**config.mk**
```make
export PLATFORM = sky130hd
export DESIGN_NAME = darom_feeder
export DESIGN_NICKNAME = d
export VERILOG_FILES = /design/src/rtl/darom_feeder.sv
export SDC_FILE = /design/constraint.sdc
export NUM_CORES = 1
export LEC_CHECK = 0
export ABC_AREA = 1
export BUFFER_PORTS_ARGS = -buffer_cell sky130_fd_sc_hd__buf_2
export CORE_UTILIZATION = 51
export DETAILED_ROUTE_END_ITERATION = 10
export PLACE_DENSITY = 0.74
export SETUP_SLACK_MARGIN = 0.02
export SYNTH_ARGS = -nofsm -noshare
export SYNTH_HDL_FRONTEND = slang
export SYNTH_SLANG_ARGS = --single-unit
```
**constraint.sdc**
```tcl
create_clock -name clk -period 1.81 [get_ports clk]
set_input_delay 0.0905 -clock clk [delete_from_list [all_inputs] [get_ports clk]]
set_output_delay 0.0905 -clock clk [all_outputs]
set_load 0.1 [all_outputs]
```
**src/rtl/darom_feeder.sv**
```systemverilog
// Sample feeder for a distributed-arithmetic FIR engine: a small input FIFO drains
// into a three-tap delay line once per frame, and the taps stay stable for the whole frame.
module darom_feeder #(
    parameter int W         = 3,
    parameter int FRAME     = 5,
    parameter int DEPTH     = 4,
    parameter int ZERO_FILL = 1
) (
    input  logic         clk,
    input  logic         reset_n,
    input  logic [W-1:0] x_in,
    input  logic         x_valid,
    output logic         x_ready,
    output logic [W-1:0] x_in0,
    output logic [W-1:0] x_in1,
    output logic [W-1:0] x_in2,
    output logic         frame_start,
    output logic         taps_valid,
    output logic         underrun
);

    localparam int FCW = (FRAME > 1) ? $clog2(FRAME) : 1;
    localparam int AW  = (DEPTH > 1) ? $clog2(DEPTH) : 1;
    localparam int CW  = AW + 1;
    localparam logic [FCW-1:0] FLAST = FCW'(FRAME - 1);

    logic [FCW-1:0] fcnt;
    logic [W-1:0]   mem [DEPTH];
    logic [AW-1:0]  rd_ptr;
    logic [AW-1:0]  wr_ptr;
    logic [CW-1:0]  count;
    logic [1:0]     vcnt;
    logic           advance;
    logic           wr_en;
    logic           pop;
    logic           full;
    logic           empty;

    always_comb begin
        full    = (count == CW'(DEPTH));
        empty   = (count == '0);
        advance = (fcnt == FLAST);
        // x_ready is plain "not full": a pop in the same cycle never frees a slot early
        wr_en   = x_valid && x_ready;
        pop     = advance && !empty;
    end

    assign x_ready     = reset_n && !full;
    assign frame_start = !reset_n || (fcnt == '0);
    assign taps_valid  = (vcnt == 2'd3);

    always_ff @(posedge clk) begin
        if (wr_en) begin
            mem[wr_ptr] <= x_in;
        end
    end

    always_ff @(posedge clk) begin
        if (!reset_n) begin
            fcnt     <= '0;
            rd_ptr   <= '0;
            wr_ptr   <= '0;
            count    <= '0;
            x_in0    <= '0;
            x_in1    <= '0;
            x_in2    <= '0;
            vcnt     <= '0;
            underrun <= 1'b0;
        end else begin
            fcnt <= advance ? '0 : fcnt + FCW'(1);

            if (wr_en) begin
                wr_ptr <= wr_ptr + AW'(1);
            end
            if (pop) begin
                rd_ptr <= rd_ptr + AW'(1);
            end

            case ({wr_en, pop})
                2'b10:   count <= count + CW'(1);
                2'b01:   count <= count - CW'(1);
                default: count <= count;
            endcase

            // An empty FIFO at the advance never forwards a same-cycle write
            if (advance) begin
                if (pop) begin
                    x_in2 <= x_in1;
                    x_in1 <= x_in0;
                    x_in0 <= mem[rd_ptr];
                    if (vcnt != 2'd3) begin
                        vcnt <= vcnt + 2'd1;
                    end
                end else begin
                    underrun <= 1'b1;
                    if (ZERO_FILL != 0) begin
                        x_in2 <= x_in1;
                        x_in1 <= x_in0;
                        x_in0 <= '0;
                    end
                end
            end
        end
    end

endmodule

```
==> impl_metrics.env <==
export IMPL_portBuffers=18
export IMPL_holdWs_ps=16.22
export IMPL_hold_path_end="wr_ptr[1]"
export IMPL_grt_start_max_net_pins=19
export IMPL_cts_tree="done"
export IMPL_seq_area_frac_synth_pct=51.57
export IMPL_rows=20
export IMPL_clkLatencyLatePin_ps=340
export IMPL_synth_flop_cell="dfxtp_1"
export IMPL_die_area_mm2=0.003427
export IMPL_rsz0062_at_grt="yes"
export IMPL_dp_final_hpwl_um=1857
export IMPL_dpl_cell_area_mm2=0.001794
export IMPL_cp_cell_sequence="inv_2 -> ha_4 -> nand2_4 -> inv_4 -> nand2_4 -> inv_4 -> ha_4 -> inv_4 -> fa_2 -> inv_2 -> nand2_2 -> nand3_2 -> nand2_1 -> nand2_1 -> nor2_1"
export IMPL_drt_iter0_drc=59
export IMPL_totalWireLength_um=2741
export IMPL_core_mm2=0.003053
export IMPL_critical_path_peak_fanout=2
export IMPL_postSynthAreaPerCell_um2=8.491
export IMPL_whs_path_depth=3
export IMPL_regToRegSetupSlack_ps=20
export IMPL_tightest_slew_ps=492.3
export IMPL_pwr_share_clk_pct=25.4
export IMPL_postSynthCellCount=192
export IMPL_ys_types=27
export IMPL_synth_seq_cells=36
export IMPL_path_clk_slew_ps=100
export IMPL_endpoint_kind="register"
export IMPL_critPathBufInv=5
export IMPL_cts_htree_levels=2
export IMPL_critical_path_max_stage_delay_ps=360
export IMPL_grtUsageTotal_pct=17.59
export IMPL_root_buffer="clkbuf_4"
export IMPL_hold_class="input pin to register"
export IMPL_grt_pass1_vias=1056
export IMPL_synth_nets=207
export IMPL_drc=0
export IMPL_fin_util_pct=64.14
export IMPL_synthToLayoutAreaGrowth_pct=20.11
export IMPL_clock_skew_ps=6.439
export IMPL_p_seq_share_pct=55.9
export IMPL_crit_slowest_cell="fa_2"
export IMPL_powerDensity_mw_per_mm2=813.4
export IMPL_first_pass_iters=5
export IMPL_path_common_cell="inv_4"
export IMPL_layout_drive_gt1_share_pct=26.75
export IMPL_grt_overflow=0
export IMPL_drv_cap=0
export IMPL_initial_core_util_pct=53.40
export IMPL_finish_instance_area_mm2=0.001958
export IMPL_synth_edff_count=12
export IMPL_antenna_cells=0
export IMPL_grt_pass1_wl_um=4409
export IMPL_wl_per_cell_um=10.08
export IMPL_internal_power_w=0.001111
export IMPL_hold_viol=0
export IMPL_run_status="complete, no violations"
export IMPL_via_per_inst=4.559
export IMPL_fin_crit_ps=1791
export IMPL_die_y_um=58.54
export IMPL_final_setup_viol_count=0
export IMPL_slew_viol_final=0
export IMPL_r2r_start="fcnt[0]"
export IMPL_vias=1240
export IMPL_cp_arrival_ps=2030
export IMPL_die_w_um=58.54
export IMPL_timing_slew_headroom_pct=67.40
export IMPL_io_pin_count=19
export IMPL_yosysWarnings=0
export IMPL_max_freq_ghz=0.5585
export IMPL_gp_congestion=0.7487
export IMPL_power_total_w=0.001593
export IMPL_p_switching_w=0.0004819
export IMPL_crit_type="register to register"
export IMPL_combinationalPowerShare_pct=18.7
export IMPL_clock_sinks=36
export IMPL_grt_antenna_before_repair=0
export IMPL_fin_crit_sh_pct=98.92
export IMPL_cp_top_family="adder cells"
export IMPL_cellLeakagePower_nw=0.9043
export IMPL_cts_buffers=5
export IMPL_sw_frac_of_total_pct=30.25
export IMPL_required_ps=2050
export IMPL_antenna_left=0
export IMPL_cts_path_max_buffers=2
export IMPL_regToRegEndpoint="count[2]"
export IMPL_min_delay_start="x_valid"
export IMPL_r2r_cells=15
export IMPL_syn_area_mm2=0.001630
export IMPL_fin_setup_tns_ps=0
export IMPL_synthArstFlopShare_pct=0
export IMPL_startpoint_type="register"
export IMPL_finalNetCount=242
export IMPL_max_vdd_ir_drop_mv=0.5151
==> cell usage after synthesis, types with 2 or more instances <==
cell / n / share of area [%]
nor2_1: 32 / 7.4
or2_2: 2 / 0.77
nand2_2: 2 / 0.77
o21ai_0: 10 / 3.1
a21oi_1: 3 / 0.92
nand4_1: 3 / 1.2
nor2_4: 2 / 1.4
nand2_1: 37 / 8.5
inv_1: 33 / 7.6
nand3_2: 2 / 1.2
ha_1: 8 / 6.1
buf_2: 2 / 0.61
inv_2: 2 / 0.46
nand3_1: 7 / 2.1
dfxtp_1: 24 / 29
edfxtp_1: 12 / 22
==> per-layer routing <==
| metal | track usage, % | up-vias | routed length [µm] |
|---|---|---|---|
| met4 | 7.143 | 0 | 46 |
| met5 | 0 | - | 0 |
| met3 | 7.253 | 5 | 120 |
| met1 | 22.13 | 549 | 1289 |
| li1 | - | 659 | - |
| met2 | 26.93 | 27 | 1284 |
==> power by group through the flow <==
stage	logic, W	clock network [W]	registers [W]
after global routing	0.000324	0.000457	0.000896
after CTS	0.000290	0.000417	0.000891
after global placement	0.000264	0	0.000907
after detailed placement	0.000266	0	0.000908
final	0.000298	0.000404	0.000890
after floorplan	0.000152	0	0.000969
==> worst max path at each step <==
stage            start          end  cells past startpoint
2_1_floorplan  fcnt[0]  frame_start                      4
3_3_place_gp   fcnt[0]     count[2]                     15
6_report       fcnt[0]     count[2]                     15
4_1_cts        fcnt[1]     count[2]                     15
5_1_grt        fcnt[0]     count[2]                     15
3_5_place_dp   fcnt[0]     count[2]                     15
==> worst reg2reg max path, cell delays in order (launching register included) <==
cell,delay (ps)
dfxtp_2,340
inv_2,70
ha_4,150
nand2_4,60
inv_4,70
nand2_4,50
inv_4,60
ha_4,150
inv_4,40
fa_2,360
inv_2,70
nand2_2,50
nand3_2,80
nand2_1,50
nand2_1,60
nor2_1,50
==> layout by cell type (no fill, tap or decap) <==
cell type and count:
nand2_1 35, nor2_1 32, inv_1 29, dfxtp_1 22, buf_2 18, edfxtp_1 12
buf_4 11, o21ai_0 9, nand3_1 6, ha_1 6, clkbuf_4 5, inv_2 4
nand2_2 3, inv_4 3, nand3_2 3, nand4_1 3, dlygate4sd3_1 3, nor2_4 2
nand2_4 2, o21ai_1 2, a21oi_2 2, or2_2 2, a21oi_1 2, ha_4 2
clkbuf_1 2, dfxtp_2 2, nor2_2 1, or2_0 1, o21a_1 1, xnor2_1 1
fa_2 1, clkinv_1 1
==> cells by family after synthesis <==
kind of cell,Yosys count,share of synthesized area [%]
and+or+nand+nor,90,24.79
buffers and inverters,40,10.44
DFF,36,51.57
AOI/OAI and AO/OA,16,5.295
adders and majority gates,9,7.368
xor gates and xnor gates,1,0.5373
==> state kept, by name, summed over array words and instances, names as in the netlist, named ones only <==
name,cells
x_in2,3
vcnt,2
mem,12
x_in1,3
x_in0,3
fcnt,3
underrun,1
rd_ptr,2
wr_ptr,2
count,3
==> timing repair <==
action	CTS	global route
buffers inserted	2	3
setup endpoints to repair	1	1
endpoints found under the hold margin	12	0
hold buffers	3	0
gates resized for setup	9	7
pin swaps	1	7
==> metrics by stage <==
stage,instances,setup slack (ps)
final,272,19.49
after global routing,272,-53.32
after CTS,269,51.71
after detailed placement,256,-44.17
after global placement,256,51.16
after floorplan,192,-208.2
==> final cells by class <==
| class | instances | area [µm²] |
|---|---|---|
| Fill cell | 273 | 1095 |
| Sequential cell | 36 | 843.3 |
| Multi-Input combinational cell | 116 | 665.6 |
| Timing Repair Buffer | 32 | 202.7 |
| Inverter | 36 | 142.6 |
| Tap cell | 44 | 55.05 |
| Clock buffer | 7 | 45.04 |
| Clock inverter | 1 | 3.754 |
Note: power is estimated with default switching activity, not from simulation.
